==> src/rtl/axi_slice_iso_pkg.sv <==
// Shared constants, packed-payload widths and field order for the AXI isolating slice.
package axi_slice_iso_pkg;

  localparam int MODE_BYPASS = 0;
  localparam int MODE_SPILL  = 1;
  localparam int MODE_FIFO   = 2;

  localparam int PROT_W   = 3;
  localparam int REGION_W = 4;
  localparam int LEN_W    = 8;
  localparam int SIZE_W   = 3;
  localparam int BURST_W  = 2;
  localparam int LOCK_W   = 1;
  localparam int CACHE_W  = 4;
  localparam int QOS_W    = 4;
  localparam int RESP_W   = 2;

  typedef enum logic [1:0] {ST_RUN, ST_DRAIN, ST_ISOLATED} iso_state_e;

  // AW/AR, MSB first: addr, prot, region, len, size, burst, lock, cache, qos, id, user
  function automatic int aw_w(input int addr_w, input int id_w, input int user_w);
    return addr_w + PROT_W + REGION_W + LEN_W + SIZE_W + BURST_W + LOCK_W
           + CACHE_W + QOS_W + id_w + user_w;
  endfunction

  function automatic int ar_w(input int addr_w, input int id_w, input int user_w);
    return aw_w(addr_w, id_w, user_w);
  endfunction

  // W, MSB first: data, strb, user, last
  function automatic int w_w(input int data_w, input int user_w);
    return data_w + data_w / 8 + user_w + 1;
  endfunction

  // R, MSB first: data, resp, last, id, user
  function automatic int r_w(input int data_w, input int id_w, input int user_w);
    return data_w + RESP_W + 1 + id_w + user_w;
  endfunction

  // B, MSB first: resp, id, user
  function automatic int b_w(input int id_w, input int user_w);
    return RESP_W + id_w + user_w;
  endfunction

  // Bit position of r_last inside a packed R payload
  function automatic int r_last_idx(input int id_w, input int user_w);
    return id_w + user_w;
  endfunction

endpackage

==> src/rtl/axi_chan_buf.sv <==
// One AXI channel buffer: combinational bypass, 2-entry spill register, or FIFO.
module axi_chan_buf
  import axi_slice_iso_pkg::*;
#(
  parameter int WIDTH = 8,
  parameter int MODE  = MODE_SPILL,
  parameter int DEPTH = 4
) (
  input  logic             clk,
  input  logic             rst_n,
  input  logic             test_en,
  input  logic             in_valid,
  output logic             in_ready,
  input  logic [WIDTH-1:0] in_data,
  output logic             out_valid,
  input  logic             out_ready,
  output logic [WIDTH-1:0] out_data,
  output logic             empty
);

  // Only a clock-gating hook; nothing functional depends on it
  logic unused_test_en;
  assign unused_test_en = test_en;

  if (MODE == MODE_BYPASS) begin : g_bypass
    logic unused_clk_rst;
    assign unused_clk_rst = clk ^ rst_n;
    assign out_valid = in_valid;
    assign out_data  = in_data;
    assign in_ready  = out_ready;
    assign empty     = 1'b1;

  end else if (MODE == MODE_SPILL) begin : g_spill
    // Stage A takes new input, stage B parks the older beat when output stalls
    logic             a_full, b_full;
    logic [WIDTH-1:0] a_data, b_data;
    logic             a_fill, a_drain, b_fill, b_drain;

    assign in_ready  = !a_full || !b_full;
    assign out_valid = a_full || b_full;
    assign out_data  = b_full ? b_data : a_data;
    assign empty     = !a_full && !b_full;

    assign a_fill  = in_valid && in_ready;
    assign a_drain = a_full && !b_full;
    assign b_fill  = a_drain && !out_ready;
    assign b_drain = b_full && out_ready;

    always_ff @(posedge clk or negedge rst_n) begin
      if (!rst_n) begin
        a_full <= 1'b0;
        b_full <= 1'b0;
      end else begin
        if (a_fill)       a_full <= 1'b1;
        else if (a_drain) a_full <= 1'b0;
        if (b_fill)       b_full <= 1'b1;
        else if (b_drain) b_full <= 1'b0;
      end
    end

    always_ff @(posedge clk) begin
      if (a_fill) a_data <= in_data;
      if (b_fill) b_data <= a_data;
    end

  end else begin : g_fifo
    localparam int PTR_W  = (DEPTH > 1) ? $clog2(DEPTH) : 1;
    localparam int FCNT_W = $clog2(DEPTH + 1);

    logic [WIDTH-1:0]  mem [DEPTH];
    logic [PTR_W-1:0]  wptr, rptr;
    logic [FCNT_W-1:0] count;
    logic              push, pop;

    assign in_ready  = (count != FCNT_W'(DEPTH));
    assign out_valid = (count != '0);
    assign out_data  = mem[rptr];
    assign empty     = (count == '0);
    assign push      = in_valid && in_ready;
    assign pop       = out_valid && out_ready;

    always_ff @(posedge clk or negedge rst_n) begin
      if (!rst_n) begin
        wptr  <= '0;
        rptr  <= '0;
        count <= '0;
      end else begin
        if (push) wptr <= (wptr == PTR_W'(DEPTH - 1)) ? '0 : wptr + 1'b1;
        if (pop)  rptr <= (rptr == PTR_W'(DEPTH - 1)) ? '0 : rptr + 1'b1;
        case ({push, pop})
          2'b10:   count <= count + 1'b1;
          2'b01:   count <= count - 1'b1;
          default: count <= count;
        endcase
      end
    end

    always_ff @(posedge clk) begin
      if (push) mem[wptr] <= in_data;
    end
  end

endmodule

==> src/rtl/axi_slice_iso.sv <==
// Five-channel AXI slice with per-channel buffering, outstanding tracking and isolate/drain.
module axi_slice_iso
  import axi_slice_iso_pkg::*;
#(
  parameter int AXI_ADDR_WIDTH  = 32,
  parameter int AXI_DATA_WIDTH  = 64,
  parameter int AXI_USER_WIDTH  = 6,
  parameter int AXI_ID_WIDTH    = 3,
  parameter int AW_MODE         = 1,
  parameter int W_MODE          = 1,
  parameter int AR_MODE         = 1,
  parameter int R_MODE          = 1,
  parameter int B_MODE          = 1,
  parameter int FIFO_DEPTH      = 4,
  parameter int MAX_OUTSTANDING = 8,
  localparam int AXI_STRB_WIDTH = AXI_DATA_WIDTH / 8,
  localparam int AW_W  = aw_w(AXI_ADDR_WIDTH, AXI_ID_WIDTH, AXI_USER_WIDTH),
  localparam int W_W   = w_w(AXI_DATA_WIDTH, AXI_USER_WIDTH),
  localparam int AR_W  = ar_w(AXI_ADDR_WIDTH, AXI_ID_WIDTH, AXI_USER_WIDTH),
  localparam int R_W   = r_w(AXI_DATA_WIDTH, AXI_ID_WIDTH, AXI_USER_WIDTH),
  localparam int B_W   = b_w(AXI_ID_WIDTH, AXI_USER_WIDTH),
  localparam int CNT_W = $clog2(MAX_OUTSTANDING + 1)
) (
  input  logic            clk_i,
  input  logic            rst_ni,
  input  logic            test_en_i,
  input  logic            isolate_i,
  output logic            isolated_o,
  output logic [CNT_W-1:0] wr_outstanding_o,
  output logic [CNT_W-1:0] rd_outstanding_o,
  input  logic            slave_aw_valid_i,
  output logic            slave_aw_ready_o,
  input  logic [AW_W-1:0] slave_aw_data_i,
  input  logic            slave_w_valid_i,
  output logic            slave_w_ready_o,
  input  logic [W_W-1:0]  slave_w_data_i,
  input  logic            slave_ar_valid_i,
  output logic            slave_ar_ready_o,
  input  logic [AR_W-1:0] slave_ar_data_i,
  output logic            slave_r_valid_o,
  input  logic            slave_r_ready_i,
  output logic [R_W-1:0]  slave_r_data_o,
  output logic            slave_b_valid_o,
  input  logic            slave_b_ready_i,
  output logic [B_W-1:0]  slave_b_data_o,
  output logic            master_aw_valid_o,
  input  logic            master_aw_ready_i,
  output logic [AW_W-1:0] master_aw_data_o,
  output logic            master_w_valid_o,
  input  logic            master_w_ready_i,
  output logic [W_W-1:0]  master_w_data_o,
  output logic            master_ar_valid_o,
  input  logic            master_ar_ready_i,
  output logic [AR_W-1:0] master_ar_data_o,
  input  logic            master_r_valid_i,
  output logic            master_r_ready_o,
  input  logic [R_W-1:0]  master_r_data_i,
  input  logic            master_b_valid_i,
  output logic            master_b_ready_o,
  input  logic [B_W-1:0]  master_b_data_i
);

  localparam int R_LAST = r_last_idx(AXI_ID_WIDTH, AXI_USER_WIDTH);
  localparam logic [CNT_W-1:0] MAX_CNT = CNT_W'(MAX_OUTSTANDING);

  logic [CNT_W-1:0] wr_cnt, rd_cnt;
  logic aw_gate, ar_gate, aw_buf_ready, ar_buf_ready;
  logic aw_empty, w_empty, ar_empty, r_empty, b_empty;
  logic wr_inc, wr_dec, rd_inc, rd_dec, quiet;
  iso_state_e state, state_next;

  // New transactions are fenced by isolation and by the outstanding limit
  assign aw_gate          = !isolate_i && (wr_cnt < MAX_CNT);
  assign ar_gate          = !isolate_i && (rd_cnt < MAX_CNT);
  assign slave_aw_ready_o = aw_buf_ready && aw_gate;
  assign slave_ar_ready_o = ar_buf_ready && ar_gate;

  axi_chan_buf #(.WIDTH(AW_W), .MODE(AW_MODE), .DEPTH(FIFO_DEPTH)) u_aw (
    .clk(clk_i), .rst_n(rst_ni), .test_en(test_en_i),
    .in_valid(slave_aw_valid_i && aw_gate), .in_ready(aw_buf_ready), .in_data(slave_aw_data_i),
    .out_valid(master_aw_valid_o), .out_ready(master_aw_ready_i), .out_data(master_aw_data_o),
    .empty(aw_empty)
  );

  axi_chan_buf #(.WIDTH(W_W), .MODE(W_MODE), .DEPTH(FIFO_DEPTH)) u_w (
    .clk(clk_i), .rst_n(rst_ni), .test_en(test_en_i),
    .in_valid(slave_w_valid_i), .in_ready(slave_w_ready_o), .in_data(slave_w_data_i),
    .out_valid(master_w_valid_o), .out_ready(master_w_ready_i), .out_data(master_w_data_o),
    .empty(w_empty)
  );

  axi_chan_buf #(.WIDTH(AR_W), .MODE(AR_MODE), .DEPTH(FIFO_DEPTH)) u_ar (
    .clk(clk_i), .rst_n(rst_ni), .test_en(test_en_i),
    .in_valid(slave_ar_valid_i && ar_gate), .in_ready(ar_buf_ready), .in_data(slave_ar_data_i),
    .out_valid(master_ar_valid_o), .out_ready(master_ar_ready_i), .out_data(master_ar_data_o),
    .empty(ar_empty)
  );

  axi_chan_buf #(.WIDTH(R_W), .MODE(R_MODE), .DEPTH(FIFO_DEPTH)) u_r (
    .clk(clk_i), .rst_n(rst_ni), .test_en(test_en_i),
    .in_valid(master_r_valid_i), .in_ready(master_r_ready_o), .in_data(master_r_data_i),
    .out_valid(slave_r_valid_o), .out_ready(slave_r_ready_i), .out_data(slave_r_data_o),
    .empty(r_empty)
  );

  axi_chan_buf #(.WIDTH(B_W), .MODE(B_MODE), .DEPTH(FIFO_DEPTH)) u_b (
    .clk(clk_i), .rst_n(rst_ni), .test_en(test_en_i),
    .in_valid(master_b_valid_i), .in_ready(master_b_ready_o), .in_data(master_b_data_i),
    .out_valid(slave_b_valid_o), .out_ready(slave_b_ready_i), .out_data(slave_b_data_o),
    .empty(b_empty)
  );

  assign wr_inc = slave_aw_valid_i && slave_aw_ready_o;
  assign wr_dec = slave_b_valid_o && slave_b_ready_i;
  assign rd_inc = slave_ar_valid_i && slave_ar_ready_o;
  assign rd_dec = slave_r_valid_o && slave_r_ready_i && slave_r_data_o[R_LAST];

  function automatic logic [CNT_W-1:0] cnt_step(input logic [CNT_W-1:0] cnt,
                                               input logic inc, input logic dec);
    logic [CNT_W-1:0] res;
    res = cnt;
    if (inc && !dec)                  res = cnt + 1'b1;
    else if (dec && !inc && cnt != '0) res = cnt - 1'b1;
    return res;
  endfunction

  always_ff @(posedge clk_i or negedge rst_ni) begin
    if (!rst_ni) begin
      wr_cnt <= '0;
      rd_cnt <= '0;
      state  <= ST_RUN;
    end else begin
      wr_cnt <= cnt_step(wr_cnt, wr_inc, wr_dec);
      rd_cnt <= cnt_step(rd_cnt, rd_inc, rd_dec);
      state  <= state_next;
    end
  end

  // Quiescent: nothing owed in either direction and no beat parked anywhere
  assign quiet = (wr_cnt == '0) && (rd_cnt == '0) && aw_empty && w_empty && ar_empty
                 && r_empty && b_empty && !slave_w_valid_i;

  always_comb begin
    state_next = state;
    case (state)
      ST_RUN:      if (isolate_i) state_next = ST_DRAIN;
      ST_DRAIN:    if (!isolate_i) state_next = ST_RUN;
                   else if (quiet) state_next = ST_ISOLATED;
      ST_ISOLATED: if (!isolate_i) state_next = ST_RUN;
      default:     state_next = ST_RUN;
    endcase
  end

  assign isolated_o       = (state == ST_ISOLATED);
  assign wr_outstanding_o = wr_cnt;
  assign rd_outstanding_o = rd_cnt;

  a_wr_underflow: assert property (@(posedge clk_i) disable iff (!rst_ni)
                                   !(wr_dec && !wr_inc && wr_cnt == '0));
  a_rd_underflow: assert property (@(posedge clk_i) disable iff (!rst_ni)
                                   !(rd_dec && !rd_inc && rd_cnt == '0));

endmodule

==> config.mk <==
export PLATFORM = sky130hd
export DESIGN_NAME = axi_slice_iso
export DESIGN_NICKNAME = d
export VERILOG_FILES = /design/src/rtl/axi_slice_iso_pkg.sv /design/src/rtl/axi_chan_buf.sv /design/src/rtl/axi_slice_iso.sv
export SDC_FILE = /design/constraint.sdc
export NUM_CORES = 1
export LEC_CHECK = 0
export ABC_CLOCK_PERIOD_IN_PS = 20000
export CAP_MARGIN = 30
export CORE_ASPECT_RATIO = 0.9
export CORE_MARGIN = 10
export CORE_UTILIZATION = 30
export DETAILED_ROUTE_END_ITERATION = 10
export PLACE_DENSITY_LB_ADDON = 0.12
export SETUP_SLACK_MARGIN = 0.2
export SLEW_MARGIN = 30
export SYNTH_ARGS = -nofsm -noshare
export SYNTH_HDL_FRONTEND = slang
export SYNTH_HIERARCHICAL = 1
export SYNTH_SLANG_ARGS = --single-unit
==> constraint.sdc <==
create_clock -name clk_i -period 20 [get_ports clk_i]
set_clock_uncertainty 0.15 [all_clocks]
set_input_delay 5 -clock clk_i [delete_from_list [all_inputs] [get_ports clk_i]]
set_output_delay 5 -clock clk_i [all_outputs]
set_load 0.005 [all_outputs]
* Word level (Yosys, flattened, before mapping)
Index checks and enable logic that the tools add are counted.
** Word-level totals
- Output and inout port bits :: 325
- Bits in registers :: 632
- Memory bits (read-only) :: 0
- Latch bits :: 0
- Bits of input ports :: 320
- Word-level logic and storage cells :: 166
- RAM bits :: 0
- Memories kept :: 0
** Cells by class
- Shift operators :: 0
- Eq/ne operators :: 5
- Reductions and logical operators :: 98
- Bitwise operators :: 0
- Multipliers :: 0
- $add $sub $neg :: 4
- Divide/modulo/power cells :: 0
- Muxes and demuxes :: 34
- Order comparisons :: 2
** Operators by type and width (number)
- $mux W70 :: 2
- $mux W79 :: 1
- $mux W76 :: 1
- $logic_and A1 B1 Y1 :: 49
- $reduce_bool A2 Y1 :: 12
- $logic_not A1 Y1 :: 21
- $mux W1 :: 20
- $mux W4 :: 4
- $mux W11 :: 1
- $logic_or A1 B1 Y1 :: 10
- $add A4 B1 Y4 const B :: 2
- $logic_not A4 Y1 :: 2
- $lt A4 B4 Y1 const B :: 2
- $mux W2 :: 4
- $reduce_bool A4 Y1 :: 2
- $sub A4 B1 Y4 const B :: 2
- $pmux W2 S3 :: 1
- $ne A2 B2 Y1 const B :: 2
- $ne A3 B3 Y1 const B :: 1
- $reduce_and A3 Y1 :: 1
- $eq A2 B1 Y1 const B :: 1
- $eq A2 B2 Y1 const B :: 1
- $logic_not A2 Y1 :: 1

* Logic depth before layout (Yosys ltp)
Gate-level depths: netlist of the first run.
- Word-level depth :: 11
- Mapped depth :: 12
- Depth with buffers taken out :: 9

* Hierarchy
Netlist of the first run, hierarchy kept.
** By module, submodules not included
- axi_chan_buf (u_ar ...) :: cells an instance 228, sequential area each 4254.1 µm², instances 2, area each 5251.3 µm²
- axi_chan_buf (u_w) :: cells an instance 256, sequential area each 4794.6 µm², instances 1, area each 5941.9 µm²
- axi_chan_buf (u_r) :: cells an instance 246, sequential area each 4614.4 µm², instances 1, area each 5848.1 µm²
- axi_chan_buf (u_b) :: cells an instance 44, sequential area each 710.7 µm², instances 1, area each 918.4 µm²
- axi_slice_iso :: cells an instance 58, sequential area each 250.2 µm², instances 1, area each 685.7 µm²

* Worst setup path before layout of the first run
No wires, ideal clock.
- Path kind :: input to register
- From :: in slave_w_valid_i
- To :: reg u_w.g_spill.a_data[0] (enable)
- Cell stages on the path :: 1
- Setup time :: 638 ps
- Setup slack :: 8467 ps
- Required time :: 19212 ps
- Data arrival time :: 10745 ps
- Path buffers :: 0
- Cells stage by stage :: a21boi_0
** Between the ends
- Cells in the longest elaborated chain, start to end :: 1
** RTL lines
- start: declaration :: line axi_slice_iso.sv:34 : input logic slave_w_valid_i,
- $logic_and A1 B1 Y1 :: line axi_chan_buf.sv:44 : assign a_fill = in_valid && in_ready;
- end signal: assignment :: line axi_chan_buf.sv:62 : if (a_fill) a_data <= in_data;
- end: declaration :: line axi_chan_buf.sv:36 : logic [WIDTH-1:0] a_data, b_data;
Every way passes these cells.
A chain may end at the register's enable or synchronous reset.

* Worst setup path in the final report of the first run
- From :: in isolate_i
- To :: out slave_ar_ready_o
** Between the ends
- Cells in the longest elaborated chain, start to end :: 3
** RTL lines
- start: declaration :: line axi_slice_iso.sv:27 : input logic isolate_i,
- $logic_not A1 Y1
- $logic_and A1 B1 Y1 :: line axi_slice_iso.sv:74 : assign ar_gate = !isolate_i && (rd_cnt < MAX_CNT);
- $logic_and A1 B1 Y1 :: line axi_slice_iso.sv:76 : assign slave_ar_ready_o = ar_buf_ready && ar_gate;
- end: declaration :: line axi_slice_iso.sv:38 : output logic slave_ar_ready_o,
Every way passes these cells.

==> results by group, run 1 <==
Run status
  – Outcome: complete, no violations

Logic synthesis
  – Simple-Gate Fraction of Synth Area: 1.17%
  – Synth area leaders: edfxtp_1 (77%), mux2_4 (9.4%), mux2_2 (7.6%)
  – Synth Area in XOR/XNOR: 0.220%
  – Syn Inst Count: 1,060
  – Fraction of registers with async set/reset: 3.16%
  – Syn_nets: 1,386
  – Largest area contributor in the netlist: edfxtp_1
  – Post-synth top flop: edfxtp_1
  – Compound-Gate Fraction of Synth Area: 0.660%
  – EDFF count, synth: 612
  – Portion of netlist area occupied by mux cells: roughly 17%
  – Post-synth top area share: between 70 and 80%
  – Yosys Warn Count: 6
  – Number of library cell types mapped by synthesis: 33
  – Adder-Cell Fraction of Synth Area: less than 1%
  – Main combinational cell family by area after synthesis: multiplexers
  – Seq/Total Area, Yosys: between 70% and 80%
  – Seq cells post-synth: around 630
  – Syn Area/Cell: 22.5 µm²
  – Mapped cell area: 23,900 µm²

Clocking
  – CTS Buffer Depth: 3
  – Hold_buf cts: 0
  – Clk_lat worst skew: around 0.60 ns
  – Post_cts resized: 0
  – Clock transition at the registers of the reported paths: 0.06 ns
  – Clock root cell: clkbuf_16
  – CTS tree: yes
  – # clock sinks: 632
  – Htree depth: 3
  – Total clock buffers created by CTS: 72
  – Setup bufs post-CTS: 0

Die
  – Die width: 318 µm
  – Die ar.: 91,400 µm²
  – Core ar.: 79,200 µm²
  – Number of cell rows: 98
  – Initial core utilization: 30.2%
  – # IOs: 645
  – Die height: 288 µm

Final layout
  – Area occupied by multi-input gates: between 4000 and 5000 µm²
  – Fill cells: 7,113
  – Area Overhead vs Synth: 41.8%
  – Core Util, Final: 42.8%
  – Layout net count: 2,086
  – Layout cell share with drive strength beyond 1: 25.1%
  – Cell area after layout: 33,900 µm²
  – Seq. cell area: 18,900 µm²

Timing
  – RSZ-0062 raised after global routing: no
  – Max-slew headroom: between 40% and 50%
  – Max Clock Freq: 84.2 MHz
  – Final setup fails: 0
  – Final hold viol count: 0
  – Slew Limit Fails: 0
  – Setup TNS Final: 0 ns
  – Final Critical Period: 11.88 ns
  – Final Cycle Share: 59.4%
  – Measured slew at the worst slew-check pin: 0.898 ns
  – Post-route setup slack: 8.12 ns

Detailed routing
  – Drt drc: 0
  – Total wire length: approximately 65 mm
  – Via Count: 12,312
  – DR WL/cell: around 23 µm
  – Drt first-iter violations: 646
  – Vias/cell: between 4 and 5
  – Detail Route Antenna Nets: 0
  – DRT Pass-1 Iters: 4

Critical path
  – R2R Setup Slk: 16.12 ns
  – Reg2reg end: rd_outstanding_o[3]
  – Worst Path Required: roughly 15 ns
  – R2R cell count: 10
  – Critical path type: in -> out
  – Crit start category: input pin
  – Worst EP arrival: 6.73 ns
  – Worst-path maximum fanout: 8
  – Worst R2R Start: u_r/g_spill.b_full
  – Crit end category: output port

Pwr
  – Maximum vdd drop: 0.0663 mV
  – Cell Pwr Density: around 100 nW/µm²
  – Pleak: approximately 12 nW

Flow run
  – Maxcap violations: 0

Placed design
  – Pre-CTS setup slack: 8.12 ns
  – DP HPWL: 46.3 mm
  – Post-DP Area: about 32,000 µm²
  – Placer's final routability congestion estimate: 0.736
  – Port Buffers: 643

Global route
  – First-pass GRT wire length: between 90 and 100 mm
  – Largest net degree at the start of global routing: 77
  – Antenna violations before repair: 6
  – Total track usage: 13.6%
  – Total gr overflow: 0
  – Vias in the first global route: 13,163

Min path
  – Hold Path End: u_w/g_spill.b_data[13]
  – Hold Crit Start: u_w/g_spill.a_data[13]
  – Hold depth: 0
  – HP Class: reg -> reg
==> flip-flops by register name, summed over array words and instances (netlist names) <==
name	cells
u_w/g_spill.a_data	79
u_w/g_spill.b_data	79
u_r/g_spill.a_data	76
u_r/g_spill.b_data	76
u_ar/g_spill.a_data	70
u_ar/g_spill.b_data	70
u_aw/g_spill.a_data	70
u_aw/g_spill.b_data	70
u_b/g_spill.a_data	11
u_b/g_spill.b_data	11
rd_outstanding_o	4
wr_outstanding_o	4
state	2
u_ar/g_spill.a_full	1
u_ar/g_spill.b_full	1
u_aw/g_spill.a_full	1
u_aw/g_spill.b_full	1
u_b/g_spill.a_full	1
u_b/g_spill.b_full	1
u_r/g_spill.a_full	1
u_r/g_spill.b_full	1
u_w/g_spill.a_full	1
u_w/g_spill.b_full	1
==> placed cells by master (no fill, tap or decap), types with 4 or more instances in the layout <==
| cell | n |
|---|---|
| diode_2 | 4 |
| mux2_2 | 161 |
| ha_1 | 4 |
| nor2_1 | 5 |
| nor3b_2 | 4 |
| mux2_4 | 149 |
| buf_6 | 4 |
| clkinv_2 | 11 |
| nor3b_1 | 6 |
| or2_2 | 4 |
| xnor2_1 | 4 |
| dfrtp_4 | 4 |
| clkbuf_16 | 75 |
| clkbuf_1 | 15 |
| edfxtp_1 | 612 |
| o21ba_2 | 5 |
| clkinv_1 | 17 |
| buf_4 | 15 |
| a21boi_4 | 4 |
| nand2_1 | 7 |
| clkdlybuf4s50_1 | 643 |
| a21o_1 | 7 |
| dfrtp_1 | 16 |
| bufinv_16 | 4 |
==> how the worst max path moves through the flow <==
stage               slack [ns]  cells after the start            start               endpoint
floorplan                 8.47                      1  slave_w_valid_i  u_w/g_spill.a_data[0]
global placement          8.13                      3        isolate_i       slave_ar_ready_o
detailed placement        8.12                      3        isolate_i       slave_ar_ready_o
CTS                       8.11                      3        isolate_i       slave_ar_ready_o
global route              8.05                      3        isolate_i       slave_ar_ready_o
finish                    8.12                      3        isolate_i       slave_ar_ready_o
==> power by group <==
group / leakage, nW / switching [mW] / internal (mW)
registers: 5.93 / 0.0558 / 1.58
logic: 4.65 / 0.218 / 0.345
clock network: 1.11 / 0.529 / 0.741
total: 11.7 / 0.803 / 2.66
==> layer usage <==
metal	global-route usage, %	wire, µm	vias up
met5	0	34	-
met4	3.86	1450	6
met3	5.73	5510	82
met2	24.2	34600	365
met1	14.6	23600	6238
li1	-	-	5621
==> worst max-delay path: stages <==
cell	delay, ns
clkdlybuf4s50_1	0.74
nor3b_1	0.37
clkdlybuf4s50_1	0.61
==> synthesized netlist by cell type, drive strengths merged, types with 2 or more instances <==
| master | count |
|---|---|
| ha | 4 |
| nor4 | 3 |
| buf | 39 |
| dfrtp | 20 |
| or2 | 5 |
| nand2 | 7 |
| nand3 | 2 |
| a21boi | 5 |
| inv | 2 |
| a21o | 7 |
| nor2 | 7 |
| o21ba | 5 |
| xnor2 | 4 |
| edfxtp | 612 |
| nor3 | 3 |
| xor2 | 2 |
| and2 | 2 |
| fa | 2 |
| mux2i | 2 |
| nor3b | 10 |
| and4bb | 2 |
| a21oi | 2 |
| mux2 | 310 |
==> cell families after synthesis <==
logic type,after synthesis
adder cells (fa/ha/maj),6
flip-flops,632
buffers and inverters,41
XOR/XNOR,6
multiplexers,312
AO/OA/AOI/OAI,20
AND/OR/NAND/NOR,43
==> cell type report <==
cell class | instances | share of cell area, %
clock buffer | 90 | 5.71
multi-input combinational | 387 | 13.9
inverter | 2 | 0.0222
clock inverter | 38 | 0.975
sequential | 632 | 55.8
antenna | 4 | 0.0295
timing repair buffer | 665 | 19.7
tap | 1050 | 3.88
==> through the flow <==
stage | power [mW] | hold slack, ns | std cells
2_1_floorplan | 1.91 | 0.272 | 1060
3_3_place_gp | 2.23 | 0.276 | 2733
3_5_place_dp | 2.24 | 0.280 | 2736
4_1_cts | 3.54 | 0.277 | 2864
5_1_grt | 3.63 | 0.286 | 2866
6_report | 3.47 | 0.281 | 2868
Note: power is estimated with default switching activity, not from simulation.
==> inputs of run 2 (changes only) <==
ABC_CLOCK_PERIOD_IN_PS = 11200   (was 20000)
clock period = 11.2 ns   (was 20 ns; I/O delays follow)
==> results by group, run 2 (same netlist as run 1, synthesis figures left out) <==
Pwr
  – Clk pwr share: 36.3% (-0.3 points)
  – Switching share of power: 23.3% (+0.17 points)
  – Internal Power: 4.72 mW (+77%)
  – Maximum vdd drop: 0.111 mV (+67%)
  – Pleak: 11.7 nW (-0.38%)
  – Net Switching: 1.44 mW (+79%)
  – Logic pwr share: 16.3% (about the same)
  – Cell Pwr Density: 182 nW/µm² (+78%)
  – Reg power frac: 47.4% (+0.3 points)

Timing
  – Final setup fails: 0 (unchanged)
  – Measured slew at the worst slew-check pin: 0.938 ns (+0.0404 ns)
  – Slew Limit Fails: 0 (unchanged)
  – Final Cycle Share: 65.9%
  – Max Clock Freq: 135 MHz
  – Final Critical Period: roughly 7.4 ns
  – RSZ-0062 raised after global routing: no
  – Max-slew headroom: 37.5% (-2.7 points)
  – Setup TNS Final: 0 ns (unchanged)
  – Final hold viol count: 0 (unchanged)

Final layout
  – Largest regs: u_w/g_spill.a_data: 79 flops, u_w/g_spill.b_data: 79 flops
  – Final non-filler cell total: 2,870 (+0.070%)
  – Fill cells: 7,040 (-1.0%)
  – Most common cell after layout, fill and taps aside: clkdlybuf4s50_1
  – Most frequent cells in the layout: clkdlybuf4s50_1 (643), edfxtp_1 (612), mux2_2 (161)
  – Layout cell share with drive strength beyond 1: 25.2% (+0.097 points)
  – Area Overhead vs Synth: 41.5%
  – Layout net count: 2,085 (-0.048%)

Detailed routing
  – Via Count: 12,313 (+0.0081%)
  – Total wire length: 64.7 mm (-0.71%)
  – DRT Pass-1 Iters: 4 (unchanged)
  – Drt first-iter violations: 699 (+8.2%)
  – Vias/cell: 4.29 (about the same)
  – Drt drc: 0 (unchanged)
  – Detail Route Antenna Nets: 0 (unchanged)
  – DR WL/cell: 22.5 µm (-0.78%)

Clocking
  – Post_cts resized: 0 (unchanged)
  – Setup bufs post-CTS: 0 (unchanged)
  – Clock transition at the registers of the reported paths: 0.05 ns (about the same)
  – CTS tree: yes
  – Clk_lat worst skew: 0.61 ns (about the same)
  – # clock sinks: 632 (unchanged)
  – CTS Buffer Depth: 3 (unchanged)
  – Hold_buf cts: 0 (unchanged)
  – Total clock buffers created by CTS: 73 (+1.4%)
  – Clock root cell: clkbuf_16
  – Htree depth: 3 (unchanged)

Critical path
  – Worst-path maximum fanout: 10 (+2)
  – R2R cell count: 10 (unchanged)
  – Critical path type: in -> out
  – Bufs and invs on worst path: 2 (unchanged)
  – Worst path max stage delay: 0.69 ns (-0.05 ns)
  – Crit path depth: 3 (unchanged)
  – Crit start category: input pin
  – Critical Path Most Common Cell: clkdlybuf4s50_1
  – Crit path cell chain: clkdlybuf4s50_1, nor3b_1, clkdlybuf4s50_1
  – Worst Path Required: 8.25 ns (-6.60 ns)
  – CP max-delay cell: clkdlybuf4s50_1
  – Worst EP arrival: 4.43 ns (-2.30 ns)
  – Crit end category: output port
  – Crit path max-delay family: buffers and inverters

Placed design
  – DP HPWL: 45.8 mm (-0.95%)
  – Dpl cells: 2,734 (-0.073%)
  – Port Buffers: 643 (unchanged)
  – Placer's final routability congestion estimate: 0.746 (+1.3%)

Die
  – Die ar.: 91,400 µm² (unchanged)
  – Die width: 318 µm (unchanged)
  – Number of cell rows: 98 (unchanged)
  – Initial core utilization: 30.2% (unchanged)
  – Core ar.: 79,200 µm² (unchanged)
  – # IOs: 645 (unchanged)
  – Die height: 288 µm (unchanged)

Flow run
  – Maxcap violations: 0 (unchanged)

Global route
  – GR Util met2: 24.1% (-0.12 points)
  – Global routing usage on met3: 5.81% (+0.084 points)
  – Met1 GRT Util: 14.5% (-0.082 points)
  – GRT busiest layer: met2
  – Total gr overflow: 0 (unchanged)
  – Vias in the first global route: 13,113 (-0.38%)
  – Largest net degree at the start of global routing: 77 (unchanged)
  – Antenna violations before repair: 11 (+5)
  – First-pass GRT wire length: 92.8 mm (about the same)
  – Total track usage: 13.6% (about the same)

Min path
  – HP Class: reg -> reg
  – Hold depth: 0 (unchanged)

Run status
  – Outcome: complete, no violations
==> run 2: area by class of cell <==
| cell class | instances | area (µm²) | area share (%) |
|---|---|---|---|
| inverter | 2 | 7.51 | 0.0222 |
| timing repair buffer | 663 | 6630 | 19.6 |
| clock buffer | 94 | 1970 | 5.83 |
| tap | 1050 | 1310 | 3.89 |
| multi-input combinational | 387 | 4710 | 13.9 |
| antenna | 9 | 22.5 | 0.0666 |
| sequential | 632 | 18900 | 55.9 |
| clock inverter | 33 | 259 | 0.766 |
==> run 2: worst reg2reg max path, stage by stage (launching register included) <==
cell	delay, ns
dfrtp_4	0.70
buf_6	0.66
mux2_2	0.45
nand3_1	0.22
and2_4	0.21
inv_1	0.07
ha_1	0.27
a21o_1	0.17
a21oi_1	0.19
mux2i_1	0.24
xnor2_1	0.13
==> run 2: per-layer routing <==
metal	part of all wire, %	vias up
li1	-	5631
met3	8.7	104
met5	0.15	-
met2	53	374
met4	2.2	14
met1	36	6190
==> run 2: path summary, 6_finish.rpt <==
kind,from,to,slack (ns)
worst min register to register,u_w/g_spill.a_data[1],u_w/g_spill.b_data[1],0.27
worst min-delay path,u_w/g_spill.a_data[1],u_w/g_spill.b_data[1],0.27
worst max-delay path,isolate_i,slave_aw_ready_o,3.82
min in group asynchronous,rst_ni,state[1],2.42
worst max register to register,u_r/g_spill.b_full,rd_outstanding_o[3],7.67
max in group asynchronous,rst_ni,u_r/g_spill.b_full,8.16
==> run 2: metrics by stage <==
stage / hold slack [ns] / power, mW / worst slack, ns / util (%) / cell area, µm²
finish: 0.274 / 6.16 / 3.82 / 42.7 / 33800
global route: 0.295 / 6.45 / 3.67 / 42.7 / 33800
CTS: 0.274 / 6.29 / 3.75 / 42.6 / 33800
detailed placement: 0.281 / 4.00 / 3.77 / 39.8 / 31600
global placement: 0.275 / 3.99 / 3.75 / 39.8 / 31500
floorplan: 0.272 / 3.41 / 1.87 / - / 23900
==> run 2: power groups by stage <==
stage / clock, mW / combinational, mW / sequential (mW)
after global placement: 0 / 1.03 / 2.96
after floorplan: 0 / 0.452 / 2.96
final: 2.24 / 1.00 / 2.92
after detailed placement: 0 / 1.03 / 2.97
after CTS: 2.33 / 1.04 / 2.92
after global routing: 2.43 / 1.08 / 2.94
